### src/rtl/pcb_test_pkg.sv
// Shared definitions for the PCB test top level: SPI state encoding,
// default converter frame geometry and a counter-width helper.
package pcb_test_pkg;

  // Default DAC/ADC serial frame geometry
  localparam int DAC_DATA_W  = 16;
  localparam int DAC_CLK_DIV = 4;
  localparam int DAC_CS_GAP  = 8;

  // State encoding shared by the serial engines
  localparam logic [1:0] ST_IDLE  = 2'd0;
  localparam logic [1:0] ST_SETUP = 2'd1;
  localparam logic [1:0] ST_SHIFT = 2'd2;
  localparam logic [1:0] ST_GAP   = 2'd3;

  typedef enum logic [1:0] {
    IDLE  = ST_IDLE,
    SETUP = ST_SETUP,
    SHIFT = ST_SHIFT,
    GAP   = ST_GAP
  } spi_state_t;

  // Width of a counter that must hold 0..n-1; never narrower than one bit
  function automatic int cnt_width(input int n);
    return (n < 2) ? 1 : $clog2(n);
  endfunction

endpackage

### src/rtl/spi_clk_en.sv
// Clock-enable divider: emits a one-cycle half_tick every CLK_DIV cycles
// while enabled, so serial clocks are generated without a derived clock.
module spi_clk_en
  import pcb_test_pkg::*;
#(
  parameter int CLK_DIV = DAC_CLK_DIV
) (
  input  logic clk,
  input  logic sys_rst,
  input  logic en,
  output logic half_tick
);

  localparam int CW = cnt_width(CLK_DIV);
  localparam logic [CW-1:0] CNT_LAST = CW'(CLK_DIV - 1);

  logic [CW-1:0] cnt;

  // Free-running divide counter, held at zero while disabled so every
  // enable starts a full CLK_DIV period
  always_ff @(posedge clk) begin
    if (sys_rst || !en) begin
      cnt <= '0;
    end else if (cnt == CNT_LAST) begin
      cnt <= '0;
    end else begin
      cnt <= cnt + CW'(1);
    end
  end

  assign half_tick = en && (cnt == CNT_LAST);

endmodule

### src/rtl/dac_spi_tx.sv
// Serial write master for the board DAC: takes a code over valid/ready and
// shifts it MSB-first on cs_n/sclk/din, all timed from clock enables on clk.
module dac_spi_tx
  import pcb_test_pkg::*;
#(
  parameter int DATA_W  = DAC_DATA_W,
  parameter int CLK_DIV = DAC_CLK_DIV,
  parameter int CS_GAP  = DAC_CS_GAP
) (
  input  logic              clk,
  input  logic              sys_rst,
  input  logic              wr_valid,
  input  logic [DATA_W-1:0] wr_data,
  output logic              wr_ready,
  output logic              dac_cs_n,
  output logic              dac_sclk,
  output logic              dac_din,
  output logic              busy,
  output logic              done
);

  localparam int BW = cnt_width(DATA_W);
  localparam int GW = cnt_width(CS_GAP);
  localparam logic [BW-1:0] BIT_LAST = BW'(DATA_W - 1);
  localparam logic [GW-1:0] GAP_LAST = GW'(CS_GAP - 1);

  spi_state_t state, state_d;

  logic [DATA_W-1:0] sr, sr_d;
  logic [BW-1:0]     bit_cnt, bit_cnt_d;
  logic [GW-1:0]     gap_cnt, gap_cnt_d;
  logic              last_low, last_low_d;
  logic              cs_n_q, cs_n_d;
  logic              sclk_q, sclk_d;
  logic              done_q, done_d;
  logic              ready_q, ready_d;
  logic              busy_q, busy_d;
  logic              div_en;
  logic              half_tick;

  // The divider only runs while a frame is on the wire
  assign div_en = (state == SETUP) || (state == SHIFT);

  spi_clk_en #(
    .CLK_DIV (CLK_DIV)
  ) u_clk_en (
    .clk       (clk),
    .sys_rst   (sys_rst),
    .en        (div_en),
    .half_tick (half_tick)
  );

  // Next-state and next-output decode; outputs are registered below so
  // nothing on the DAC pins is combinational from the inputs
  always_comb begin
    state_d    = state;
    sr_d       = sr;
    bit_cnt_d  = bit_cnt;
    gap_cnt_d  = gap_cnt;
    last_low_d = last_low;
    cs_n_d     = cs_n_q;
    sclk_d     = sclk_q;
    done_d     = 1'b0;

    unique case (state)
      IDLE: begin
        if (wr_valid && ready_q) begin
          state_d    = SETUP;
          sr_d       = wr_data;
          bit_cnt_d  = BIT_LAST;
          last_low_d = 1'b0;
          cs_n_d     = 1'b0;
          sclk_d     = 1'b0;
        end
      end

      SETUP: begin
        if (half_tick) begin
          state_d = SHIFT;
          sclk_d  = 1'b1;
        end
      end

      SHIFT: begin
        if (half_tick) begin
          if (sclk_q) begin
            // Falling edge: advance to the next bit unless bit 0 is out,
            // in which case bit 0 is held for one more low phase
            sclk_d = 1'b0;
            if (bit_cnt == '0) begin
              last_low_d = 1'b1;
            end else begin
              bit_cnt_d = bit_cnt - BW'(1);
              sr_d      = {sr[DATA_W-2:0], 1'b0};
            end
          end else if (last_low) begin
            state_d   = GAP;
            gap_cnt_d = '0;
            sr_d      = '0;
            cs_n_d    = 1'b1;
            done_d    = 1'b1;
          end else begin
            sclk_d = 1'b1;
          end
        end
      end

      GAP: begin
        if (gap_cnt == GAP_LAST) begin
          state_d = IDLE;
        end else begin
          gap_cnt_d = gap_cnt + GW'(1);
        end
      end

      default: begin
        state_d = IDLE;
      end
    endcase

    ready_d = (state_d == IDLE);
    busy_d  = (state_d != IDLE);
  end

  // State, datapath and output registers; reset aborts any frame in flight
  always_ff @(posedge clk) begin
    if (sys_rst) begin
      state    <= IDLE;
      sr       <= '0;
      bit_cnt  <= '0;
      gap_cnt  <= '0;
      last_low <= 1'b0;
      cs_n_q   <= 1'b1;
      sclk_q   <= 1'b0;
      done_q   <= 1'b0;
      ready_q  <= 1'b1;
      busy_q   <= 1'b0;
    end else begin
      state    <= state_d;
      sr       <= sr_d;
      bit_cnt  <= bit_cnt_d;
      gap_cnt  <= gap_cnt_d;
      last_low <= last_low_d;
      cs_n_q   <= cs_n_d;
      sclk_q   <= sclk_d;
      done_q   <= done_d;
      ready_q  <= ready_d;
      busy_q   <= busy_d;
    end
  end

  assign wr_ready = ready_q;
  assign dac_cs_n = cs_n_q;
  assign dac_sclk = sclk_q;
  assign dac_din  = sr[DATA_W-1];
  assign busy     = busy_q;
  assign done     = done_q;

endmodule

### config.mk
export PLATFORM = sky130hd
export DESIGN_NAME = dac_spi_tx
export DESIGN_NICKNAME = d
export VERILOG_FILES = /design/src/rtl/pcb_test_pkg.sv /design/src/rtl/spi_clk_en.sv /design/src/rtl/dac_spi_tx.sv
export SDC_FILE = /design/constraint.sdc
export NUM_CORES = 1
export LEC_CHECK = 0
export ABC_AREA = 1
export CORE_AREA = 2 2 63 65
export CTS_CLUSTER_DIAMETER = 30
export DETAILED_ROUTE_END_ITERATION = 10
export DIE_AREA = 0 0 65 67
export MAX_ROUTING_LAYER = met4
export PLACE_DENSITY = 0.81
export SLEW_MARGIN = 20
export SYNTH_ARGS = -nofsm -noshare
export SYNTH_HDL_FRONTEND = slang
export SYNTH_HIERARCHICAL = 1
export SYNTH_SLANG_ARGS = --single-unit
### constraint.sdc
create_clock -name clk -period 2.1 [get_ports clk]
set_input_delay 0.63 -clock clk [delete_from_list [all_inputs] [get_ports clk]]
set_output_delay 0.63 -clock clk [all_outputs]
set_load 0.03 [all_outputs]
==> flow_summary.toml <==
[outcome]
outcome = "completed"

[cts]
post-cts-setup-buffer-count = 0
cts.clk_slew.worst_paths_ns = 0.06
insertion_delay_ns = 0.29
cts_sinks = 33
cts_buffers = 5
cts_max_path_buffers = 2
cts_tree = "done"
cts-root-buf = "clkbuf_8"
hold_buffers = 0
htree_levels = 2
cts_resized = 0

[sta]
rsz0062_at_grt = "no"
period_share = 0.9522
hold_ws_ns = 0.4184
finalHoldViolCount = 0
fin_setup_tns_ns = 0
worst_pin_slew_ns = 0.3900
period_needed_ns = 2.000
setup_viol = 0
max_clock_freq_mhz = 500.1
slew_violations = 0
slew_headroom = 0.7400
finClkSkew_ns = 0.006410

[critical_path]
path_class = "flip-flop to output pin"
required_ns = 1.47
cpLargestDelayFamily = "buffers and inverters"
r2r-end = "sr[2]$_SDFFE_PP0P_"
crit_chain = "clkdlybuf4s50_1"
timing.rr.start = "state[0]$_SDFF_PP0_"
reg2reg_slack_ns = 0.24
ff2ff_path_depth = 11
slowest_stage = "clkdlybuf4s50_1"
endpoint_kind = "output pin"
path_buf_inv = 1
critical_path.max_stage_delay_ns = 0.70
worst-path-stages = 1
cp_max_fo = 4
crit_end = "dac_sclk"
cp_data_arrival_time_ns = 1.37
crit_path_start = "dac_sclk$_SDFFE_PP0P_"
cp-start-kind = "flip-flop"

[yosys]
yosysSeqAreaShare = 0.3641
syn_area_um2 = 1814
synth_edf_count = 0
yosys_most_used_dff = "dfxtp_1"
synth-seq-cells = 33
synth_cells = 276
synth_cell_types = 24
synth_top_area_frac = 0.3641
yosysWarnings = 6
avgSynthCellArea_um2 = 6.573
synth_area_leaders = "dfxtp_1 (36%), nand2_1 (17%), nor2_1 (8.5%)"
yosysTopAreaCell = "dfxtp_1"
async_reset_ff_frac = 0
synthesis.nets = 305

[power]
power.total_w = 0.002385
powerDensity_nw_per_um2 = 1082
vdd_drop_max_uv = 706.6
power.leakage_nw = 1.100

[grt]
grt_overflow_total = 0
antenna_found_initial = 0
grt_pass1_vias = 1570
grt_start_max_net_pins = 31
track_usage = 0.1886
grt_pass1_wl_mm = 6.203

[hold_path]
whs_path_depth = 1
hp-class = "flip-flop to flip-flop"

[placed_design]
place_congestion = 0.8993
dp_hpwl_mm = 2.580
placed_cell_area_um2 = 2122
port-buffer-count = 24

[layout]
n_antenna_cell = 0
final_util = 0.6114
final_common_cell = "nand2_1"
nFillCells = 327
multi_input_area_um2 = 930.9
seq_area_um2 = 660.6
final_cell_mix = "nand2_1 (80), nor2_1 (41), inv_1 (39), dfxtp_1 (33), clkdlybuf4s50_1 (24)"
finalNetCount = 335
syn_to_final_growth_pct = 21.52
stdcell_area_um2 = 2205
drive_gt1_frac = 0.08469

[floorplan]
die-width_um = 65
die_y_um = 67
dieArea_um2 = 4355
core-area_um2 = 3606
io_pins = 25
rows = 22
start_util = 0.5031

[detailed_routing]
dr_wl_met2_mm = 1.697
wl_met3_um = 142
drc = 0
antenna_left = 0
routed_wl_mm = 3.538
drt_iter0_drc = 149
routedWlPerCell_um = 9.966
num_vias = 1664
viasPerCell = 4.687
drt-met1-wl_mm = 1.653
first_pass_iters = 4
top_layer = "met4"

[flow_run]
drv_cap = 0
worst min-delay path by stage:
stage	startpoint	endpoint	slack (ns)
floorplan	u_clk_en/cnt[0]$_SDFF_PP0_	u_clk_en/cnt[0]$_SDFF_PP0_	0.40
CTS	u_clk_en/cnt[0]$_SDFF_PP0_	u_clk_en/cnt[0]$_SDFF_PP0_	0.42
finish	u_clk_en/cnt[0]$_SDFF_PP0_	u_clk_en/cnt[0]$_SDFF_PP0_	0.42
global route	u_clk_en/cnt[0]$_SDFF_PP0_	u_clk_en/cnt[0]$_SDFF_PP0_	0.44
detailed placement	u_clk_en/cnt[0]$_SDFF_PP0_	u_clk_en/cnt[0]$_SDFF_PP0_	0.41
global placement	u_clk_en/cnt[0]$_SDFF_PP0_	u_clk_en/cnt[0]$_SDFF_PP0_	0.41
registers in the layout (all words and copies together), names as in the netlist:
name          flops
busy              1
wr_ready          1
last_low          1
sr               16
dac_sclk          1
gap_cnt           3
dac_cs_n          1
done              1
bit_cnt           4
state             2
u_clk_en/cnt      2
where the power goes:
group / switching, W / internal (W)
registers: 0.0000935 / 0.000815
logic: 0.000611 / 0.000412
clock network: 0.000224 / 0.000229
cells by family after synthesis:
kind of cell | Yosys count | synth area share
compound gates | 34 | 0.1021
fa+ha+maj | 10 | 0.06897
buf+inv | 51 | 0.1228
flops | 33 | 0.3641
simple gates | 148 | 0.3421
cell type report:
cell class	instances	share of cell area
inverter	42	0.07151
multi-input combinational	192	0.4222
timing repair buffer	32	0.1419
clock buffer	6	0.03292
tap	48	0.02724
sequential	33	0.2997
clock inverter	2	0.004540
per-stage QoR:
stage	setup WS, ns	std cells
3_5_place_dp	0.08051	347
4_1_cts	0.09267	355
6_report	0.1004	355
3_3_place_gp	0.1257	347
2_1_floorplan	0.4393	276
5_1_grt	0.04059	355
metal layers:
metal	vias to the layer above	global-route usage
met2	28	0.3273
met5	-	-
met4	0	0.06915
li1	909	-
met1	722	0.2039
met3	5	0.05743
cells in the mapped netlist, types with 3 or more instances:
cell type,count
clkbuf_1,3
nor2_1,41
nor2_2,3
ha_1,10
dfxtp_1,33
nand4_1,4
a21oi_1,11
inv_1,39
o21ai_0,18
nand3_1,14
nand2_1,80
buf_6,3
No activity file was read; power rests on OpenSTA's default activity.
